[config.mk]
export PLATFORM = sky130hd
export DESIGN_NAME = lock_requester
export DESIGN_NICKNAME = d
export VERILOG_FILES = /design/src/rtl/lock_requester.sv
export SDC_FILE = /design/constraint.sdc
export NUM_CORES = 1
export LEC_CHECK = 0
export BUFFER_PORTS_ARGS = -buffer_cell sky130_fd_sc_hd__buf_2
export CAP_MARGIN = 30
export CORE_ASPECT_RATIO = 2
export CORE_UTILIZATION = 52
export DETAILED_ROUTE_END_ITERATION = 6
export GPL_TIMING_DRIVEN = 0
export PLACE_DENSITY_LB_ADDON = 0.2
export SYNTH_ARGS = -nofsm -noshare
export SYNTH_HDL_FRONTEND = slang
export SYNTH_SLANG_ARGS = --single-unit
[constraint.sdc]
create_clock -name clk -period 1.69 [get_ports clk]
set_input_delay 0.0845 -clock clk [delete_from_list [all_inputs] [get_ports clk]]
set_output_delay 0.0845 -clock clk [all_outputs]
set_load 0.05 [all_outputs]
[src/rtl/lock_requester.sv]
// Lock requester: requests a lock, retries with backoff on timeout, holds it
// for a programmed number of cycles, then releases it and reports the outcome.
`timescale 1ns/1ps

module lock_requester #(
  parameter int HOLD_W    = 8,
  parameter int TIMEOUT   = 16,
  parameter int MAX_RETRY = 3,
  parameter int BACKOFF   = 4
) (
  input  logic              clk,
  input  logic              rst_n,
  input  logic              start,
  input  logic [HOLD_W-1:0] hold_cycles,
  input  logic              locked,
  output logic              lock_req,
  output logic              unlock,
  output logic              busy,
  output logic              done,
  output logic              timeout_err,
  output logic              lock_lost
);

  localparam int WAIT_W  = $clog2(TIMEOUT);
  localparam int RETRY_W = (MAX_RETRY > 0) ? $clog2(MAX_RETRY + 1) : 1;
  localparam int BO_W    = (BACKOFF > 1) ? $clog2(BACKOFF) : 1;

  localparam logic [WAIT_W-1:0]  WAIT_LAST = WAIT_W'(TIMEOUT - 1);
  localparam logic [RETRY_W-1:0] RETRY_MAX = RETRY_W'(MAX_RETRY);
  localparam logic [BO_W-1:0]    BO_LAST   = BO_W'(BACKOFF - 1);

  typedef enum logic [2:0] {
    S_IDLE,
    S_REQ,
    S_BACKOFF,
    S_HOLD,
    S_REL
  } state_t;

  state_t              r_state;
  logic [WAIT_W-1:0]   r_wait;
  logic [RETRY_W-1:0]  r_retry;
  logic [BO_W-1:0]     r_bo;
  logic [HOLD_W-1:0]   r_hold_cap;
  logic [HOLD_W-1:0]   r_hold_cnt;

  logic                r_lock_req;
  logic                r_unlock;
  logic                r_busy;
  logic                r_done;
  logic                r_timeout_err;
  logic                r_lock_lost;

  state_t              w_state_nxt;
  logic [WAIT_W-1:0]   w_wait_nxt;
  logic [RETRY_W-1:0]  w_retry_nxt;
  logic [BO_W-1:0]     w_bo_nxt;
  logic [HOLD_W-1:0]   w_hold_cap_nxt;
  logic [HOLD_W-1:0]   w_hold_cnt_nxt;
  logic                w_done_nxt;
  logic                w_timeout_nxt;
  logic                w_lost_nxt;

  // NOTE: every signal gets a default before the case so no path leaves one
  // unassigned; otherwise synthesis infers a latch to hold the old value.
  always_comb begin
    w_state_nxt    = r_state;
    w_wait_nxt     = r_wait;
    w_retry_nxt    = r_retry;
    w_bo_nxt       = r_bo;
    w_hold_cap_nxt = r_hold_cap;
    w_hold_cnt_nxt = r_hold_cnt;
    w_done_nxt     = 1'b0;
    w_timeout_nxt  = 1'b0;
    w_lost_nxt     = 1'b0;

    unique case (r_state)
      S_IDLE: begin
        if (start) begin
          w_hold_cap_nxt = hold_cycles;
          w_retry_nxt    = '0;
          w_wait_nxt     = '0;
          w_bo_nxt       = '0;
          w_state_nxt    = S_REQ;
        end
      end

      S_REQ: begin
        // A grant on the last wait cycle still wins over the timeout.
        if (locked) begin
          w_hold_cnt_nxt = r_hold_cap;
          w_state_nxt    = S_HOLD;
        end else if (r_wait == WAIT_LAST) begin
          if (r_retry < RETRY_MAX) begin
            w_retry_nxt = r_retry + RETRY_W'(1);
            w_bo_nxt    = '0;
            w_state_nxt = S_BACKOFF;
          end else begin
            w_timeout_nxt = 1'b1;
            w_state_nxt   = S_IDLE;
          end
        end else begin
          w_wait_nxt = r_wait + WAIT_W'(1);
        end
      end

      S_BACKOFF: begin
        if (r_bo == BO_LAST) begin
          w_wait_nxt  = '0;
          w_state_nxt = S_REQ;
        end else begin
          w_bo_nxt = r_bo + BO_W'(1);
        end
      end

      S_HOLD: begin
        // Losing the lock beats hold expiry and skips the release handshake.
        if (!locked) begin
          w_lost_nxt  = 1'b1;
          w_state_nxt = S_IDLE;
        end else if (r_hold_cnt == '0) begin
          w_state_nxt = S_REL;
        end else begin
          w_hold_cnt_nxt = r_hold_cnt - HOLD_W'(1);
        end
      end

      S_REL: begin
        if (!locked) begin
          w_done_nxt  = 1'b1;
          w_state_nxt = S_IDLE;
        end
      end

      default: w_state_nxt = S_IDLE;
    endcase
  end

  // NOTE: sequential state uses non-blocking assignments so every register
  // samples pre-edge values regardless of statement order.
  always_ff @(posedge clk or negedge rst_n) begin
    if (!rst_n) begin
      r_state    <= S_IDLE;
      r_wait     <= '0;
      r_retry    <= '0;
      r_bo       <= '0;
      r_hold_cap <= '0;
      r_hold_cnt <= '0;
    end else begin
      r_state    <= w_state_nxt;
      r_wait     <= w_wait_nxt;
      r_retry    <= w_retry_nxt;
      r_bo       <= w_bo_nxt;
      r_hold_cap <= w_hold_cap_nxt;
      r_hold_cnt <= w_hold_cnt_nxt;
    end
  end

  // Outputs decode the next state so they line up with the state being entered.
  always_ff @(posedge clk or negedge rst_n) begin
    if (!rst_n) begin
      r_lock_req    <= 1'b0;
      r_unlock      <= 1'b0;
      r_busy        <= 1'b0;
      r_done        <= 1'b0;
      r_timeout_err <= 1'b0;
      r_lock_lost   <= 1'b0;
    end else begin
      r_lock_req    <= (w_state_nxt == S_REQ);
      r_unlock      <= (w_state_nxt == S_REL);
      r_busy        <= (w_state_nxt != S_IDLE);
      r_done        <= w_done_nxt;
      r_timeout_err <= w_timeout_nxt;
      r_lock_lost   <= w_lost_nxt;
    end
  end

  assign lock_req    = r_lock_req;
  assign unlock      = r_unlock;
  assign busy        = r_busy;
  assign done        = r_done;
  assign timeout_err = r_timeout_err;
  assign lock_lost   = r_lock_lost;

endmodule

Word level (Yosys, flattened, before mapping)
Cells that the tools add are included.

word-level totals
  register bits after elaboration = 33
  input bits = 12
  output and inout bits = 6
  word-level logic and storage cells = 81

cells by class
  add/sub/neg operators = 4
  magnitude comparators = 1
  equal/unequal tests = 18
  mux-type cells = 35
  reductions and logical operators = 11

operators with widths
  operator                                             count
  two-way mux 8 bit                                    3
  two-way mux 3 bit                                    7
  != test 2 bit, second input constant                 10
  two-way mux 2 bit                                    9
  two-way mux 4 bit                                    4
  one-hot mux 8 bit (2 select lines)                   1
  one-hot mux 3 bit (5 select lines)                   1
  one-hot mux 4 bit (3 select lines)                   1
  AND reduction 5 bit                                  2
  zero test 8 bit                                      1
  subtractor 8 x 1 -> 8 bit, second input constant     1
  two-way mux 1 bit                                    7
  equality test 3 x 1 -> 1 bit, second input constant  2
  equality test 3 x 2 -> 1 bit, second input constant  2
  equality test 3 bit, second input constant           2
  one-hot mux 2 bit (3 select lines)                   1
  AND reduction 6 bit                                  1
  nonzero test 3 bit                                   2
  adder 2 x 1 -> 2 bit, second input constant          2
  adder 4 x 1 -> 4 bit, second input constant          1
  equality test 4 bit, second input constant           1
  one-hot mux 2 bit (2 select lines)                   1
  AND reduction 4 bit                                  1
  nonzero test 2 bit                                   2
  4 further kinds                                      4

Longest topological paths before layout
  depth in word-level cells = 6
  mapped depth = 7
  depth with buffers taken out = 6

Least setup slack after synthesis
Ideal clock, no wire load.

  kind = register to register
  from = reg r_state[2]
  to = reg r_bo[1]
  library setup time = 0.128 ns
  arrival time = 1.514 ns
  data required time = 1.562 ns
  path slack = 0.049 ns
  stages on the path, launching flop included = 5
  buffers on the path = 1
  clock period less this slack = 1.641 ns
  cell sequence = dfrtp_1 or3b_1 buf_2 o41ai_2 mux2_1

on the way
  cells in the longest elaborated chain, start to end = 3
  elaborated cells between the ends (all ways) = 11
  those cells by class = 7 x eq/ne; 1 x mux; 3 x reduce/logical

ends and longest elaborated chain
  item                                                           line  text
  start, declared                                                40    state_t r_state;
  start signal, assigned                                         150   r_state <= w_state_nxt;
  equality test 3 x 2 -> 1 bit (tied with other cells)           77    unique case (r_state)
  != test 2 bit (no line) or nonzero test 3 bit (tied branches)  n/a
  AND reduction 6 bit (no line)                                  n/a
  end signal, assigned                                           153   r_bo <= w_bo_nxt;
  end, declared                                                  43    logic [BO_W-1:0] r_bo;

Parallel ways exist; a longest one is shown, timed or not.
A chain may end at the register's enable or synchronous reset.

Worst setup path after layout
  from = reg r_state[0]
  to = reg r_bo[1]

The elaborated chain is that of the path after synthesis.

==> results.sh <==
export IMPL_pwr_share_clk_pct=17.3
export IMPL_grtUsageTotal_pct=23.6
export IMPL_grt_max_degree=34
export IMPL_maxCapViolations=0
export IMPL_drive_gt1_share_pct=34.9
export IMPL_die_area_sq_um=3440
export IMPL_drc=0
export IMPL_die_y_um=82
export IMPL_clk_latency_ns=0.29
export IMPL_cts_max_level=2
export IMPL_place_congestion=0.818
export IMPL_internal_power_mw=2.29
export IMPL_diodes=0
export IMPL_vias=1361
export IMPL_grt_ovfl_total=0
export IMPL_yosysSeqAreaShare_pct=49.6
export IMPL_placed_area_sq_um=1780
export IMPL_cts_root_buffer="clkbuf_8"
export IMPL_maxUsedRoutingLayer="met4"
export IMPL_synthesis_nets=176
export IMPL_viasPerCell=6.13
export IMPL_synth_edff_count=0
export IMPL_final_util_pct=68.7
export IMPL_cts_tree="built"
export IMPL_swShare_pct=40.2
export IMPL_p_switching_mw=1.54
export IMPL_peakVddDrop_mv=0.960
export IMPL_power_frac_comb_pct=47.5
export IMPL_drt_total_wl_mm=3.73
export IMPL_setup_viol=0
export IMPL_cts_buffer_depth=2
export IMPL_synthArstFlopShare_pct=100
export IMPL_worstSetupPathType="flip-flop to flip-flop"
export IMPL_antenna_left=0
export IMPL_rows=28
export IMPL_fin_crit_ns=1.67
export IMPL_clkTransAtPathRegs_ns=0.07
export IMPL_max_slew_margin_rel_pct=51.0
export IMPL_p_leak_nw=0.947
export IMPL_hold_path_class="primary input to flip-flop"
export IMPL_wl_met2_mm=2.25
export IMPL_start_util_pct=55.2
export IMPL_synthCells=159
export IMPL_die_x_um=42
export IMPL_ios=18
export IMPL_ys_warn_count=0
export IMPL_hpwl_mm=2.54
export IMPL_finalInstanceArea_sq_um=2070
export IMPL_syn2layout_area_growth_pct=24.4
export IMPL_route_met3_wl_um=91
export IMPL_wl_met1_mm=1.28
export IMPL_hold_viol_final=0
export IMPL_worstPathRequired_ns=1.87
export IMPL_finalNetCount=208
export IMPL_grt_pass1_vias=1335
export IMPL_io_buffers=16
export IMPL_outcome="complete, no violations"
export IMPL_ys_flop_type="dfrtp_1"
export IMPL_min_period_over_period_pct=99.1
export IMPL_avgSynthCellArea_sq_um=10.5
export IMPL_synth_seq_cells=33
export IMPL_tightest_slew_ns=0.735
export IMPL_drt_iter0_markers=35
export IMPL_start_kind="flip-flop"
export IMPL_maxSlewViolCount=0
export IMPL_clock_sinks=33
export IMPL_fin_cells=222
export IMPL_grt_first_pass_wirelength_mm=5.95
export IMPL_core_sq_um=3010
export IMPL_drtPass1Iterations=4
export IMPL_wl_per_cell_um=16.8
export IMPL_clock_skew_ns=0.00711
export IMPL_seqPwrFrac_pct=35.3
export IMPL_critPathMaxFanout=10
export IMPL_cts_buffers=5
export IMPL_synth_distinct_cells=42
export IMPL_post_place_cells=205
export IMPL_setup_worst_path_end_class="flip-flop"
export IMPL_timing_setup_tns_ns=0
export IMPL_antenna_found_initial=0
export IMPL_power_density_nw_per_um2=1850
export IMPL_synth_area_sq_um=1660
export IMPL_critPathArrivalTime_ns=1.85
export IMPL_fmax_ghz=0.597
export IMPL_rsz0062_at_grt="true"
## power groups by stage
stage          clock [mW]  sequential, mW  combinational [mW]
3_5_place_dp            0            1.34                1.46
4_1_cts             0.672            1.35                1.67
3_3_place_gp            0            1.32                1.41
2_1_floorplan           0            1.38                1.06
5_1_grt             0.698            1.39                1.98
6_report            0.663            1.35                1.82
## cell type report
| type | count | area (sq um) |
|---|---|---|
| clock inverter | 1 | 5.00 |
| sequential | 33 | 827 |
| fill | 230 | 942 |
| tap | 30 | 37.5 |
| inverter | 6 | 22.5 |
| timing repair buffer | 26 | 158 |
| clock buffer | 7 | 96.3 |
| multi-input combinational | 112 | 871 |
| buffer | 7 | 53.8 |
## flip-flops by register name, indices dropped and copies added, names as in the netlist
register     cells
busy             1
timeout_err      1
lock_req         1
r_wait           4
done             1
r_bo             2
r_retry          2
lock_lost        1
r_hold_cnt       8
unlock           1
r_state          3
r_hold_cap       8
## synthesized netlist by cell type, types with 2 or more instances
| cell type | instances | share of area, % |
|---|---|---|
| nand3b_1 | 3 | 1.4 |
| ha_1 | 5 | 3.8 |
| nor2b_1 | 4 | 1.5 |
| mux2i_1 | 3 | 1.8 |
| clkbuf_1 | 3 | 0.68 |
| nor3b_1 | 4 | 1.8 |
| a21oi_1 | 7 | 2.1 |
| inv_1 | 6 | 1.4 |
| mux2_2 | 9 | 6.1 |
| dfrtp_1 | 33 | 50 |
| o21ai_0 | 14 | 4.2 |
| and3_1 | 3 | 1.1 |
| nor2_1 | 16 | 3.6 |
| buf_2 | 4 | 1.2 |
| nor4_1 | 2 | 0.75 |
| nand3_1 | 4 | 1.2 |
| a22oi_1 | 2 | 0.90 |
| nor3_1 | 3 | 0.90 |
| o2bb2ai_1 | 2 | 1.1 |
| nand2_1 | 6 | 1.4 |
| or3_1 | 2 | 0.75 |
| o21ai_1 | 2 | 0.60 |
| a31oi_1 | 2 | 0.75 |
| o31ai_1 | 2 | 0.90 |
## kinds of logic after synthesis
logic type | synth area share [%]
simple gates | 18.7
fa+ha+maj | 3.76
flops | 49.6
compound gates | 15.6
mux | 8.57
buf+inv | 3.68
## cell usage in the layout, fill, tap and decap left out, types with 2 or more instances in the layout
cell type  instances
dfrtp_1           32
buf_2             18
nor2_1            16
o21ai_0           14
mux2_2             9
buf_4              9
a21oi_1            7
clkbuf_8           7
nand2_1            6
inv_1              4
nor2b_1            4
nor3_1             3
buf_6              3
nand3b_1           3
mux2i_1            3
and3_1             3
nand3_1            3
ha_1               3
inv_2              2
or3_1              2
nor3b_1            2
o31ai_1            2
clkbuf_2           2
nor3b_2            2
o21ai_1            2
nor4_1             2
o2bb2ai_1          2
a22oi_1            2
## worst max-delay path, stage by stage (launching register included)
cell     delay (ns)
dfrtp_1        0.34
buf_6          0.13
or3b_1         0.36
buf_6          0.15
o41ai_4        0.24
mux2_4         0.33
## what timing repair did
item | CTS | global route
endpoints found under the hold margin | 33 | 0
endpoints found under the setup margin | 25 | 27
hold buffers | 1 | 0
setup buffers | 3 | 6
gates resized for setup | 15 | 13
pin swaps | 3 | 6
## per-layer routing
layer / GRT usage (%) / vias up
li1: - / 646
met1: 22.4 / 677
met2: 45.3 / 30
met3: 4.18 / 8
met4: 14.8 / 0
met5: 0 / -
## final timing paths
path                                       from                        end  slack [ns]  cells past startpoint
setup / recovery           r_state[0]$_DFF_PN0_        r_bo[1]$_DFFE_PN0P_        0.02                      5
hold / removal                   hold_cycles[0]  r_hold_cap[0]$_DFFE_PN0P_        0.03                      2
setup reg to reg           r_state[0]$_DFF_PN0_        r_bo[1]$_DFFE_PN0P_        0.02                      5
hold reg to reg             r_bo[0]$_DFFE_PN0P_        r_bo[0]$_DFFE_PN0P_        0.49                      1
max in group asynchronous                 rst_n       r_state[2]$_DFF_PN0_        0.79                      2
min in group asynchronous                 rst_n      r_wait[1]$_DFFE_PN0P_        0.39                      2
## through the flow
| stage | setup WS, ns | power [mW] | hold slack, ns |
|---|---|---|---|
| final | 0.0159 | 3.84 | 0.0272 |
| after global routing | -0.0644 | 4.07 | 0.0204 |
| after CTS | -0.0110 | 3.69 | 0.0222 |
| after detailed placement | -0.222 | 2.80 | 0.193 |
| after global placement | -0.200 | 2.74 | 0.171 |
| after floorplan | 0.0488 | 2.44 | -0.211 |
Power figures use the tool's default switching activity.
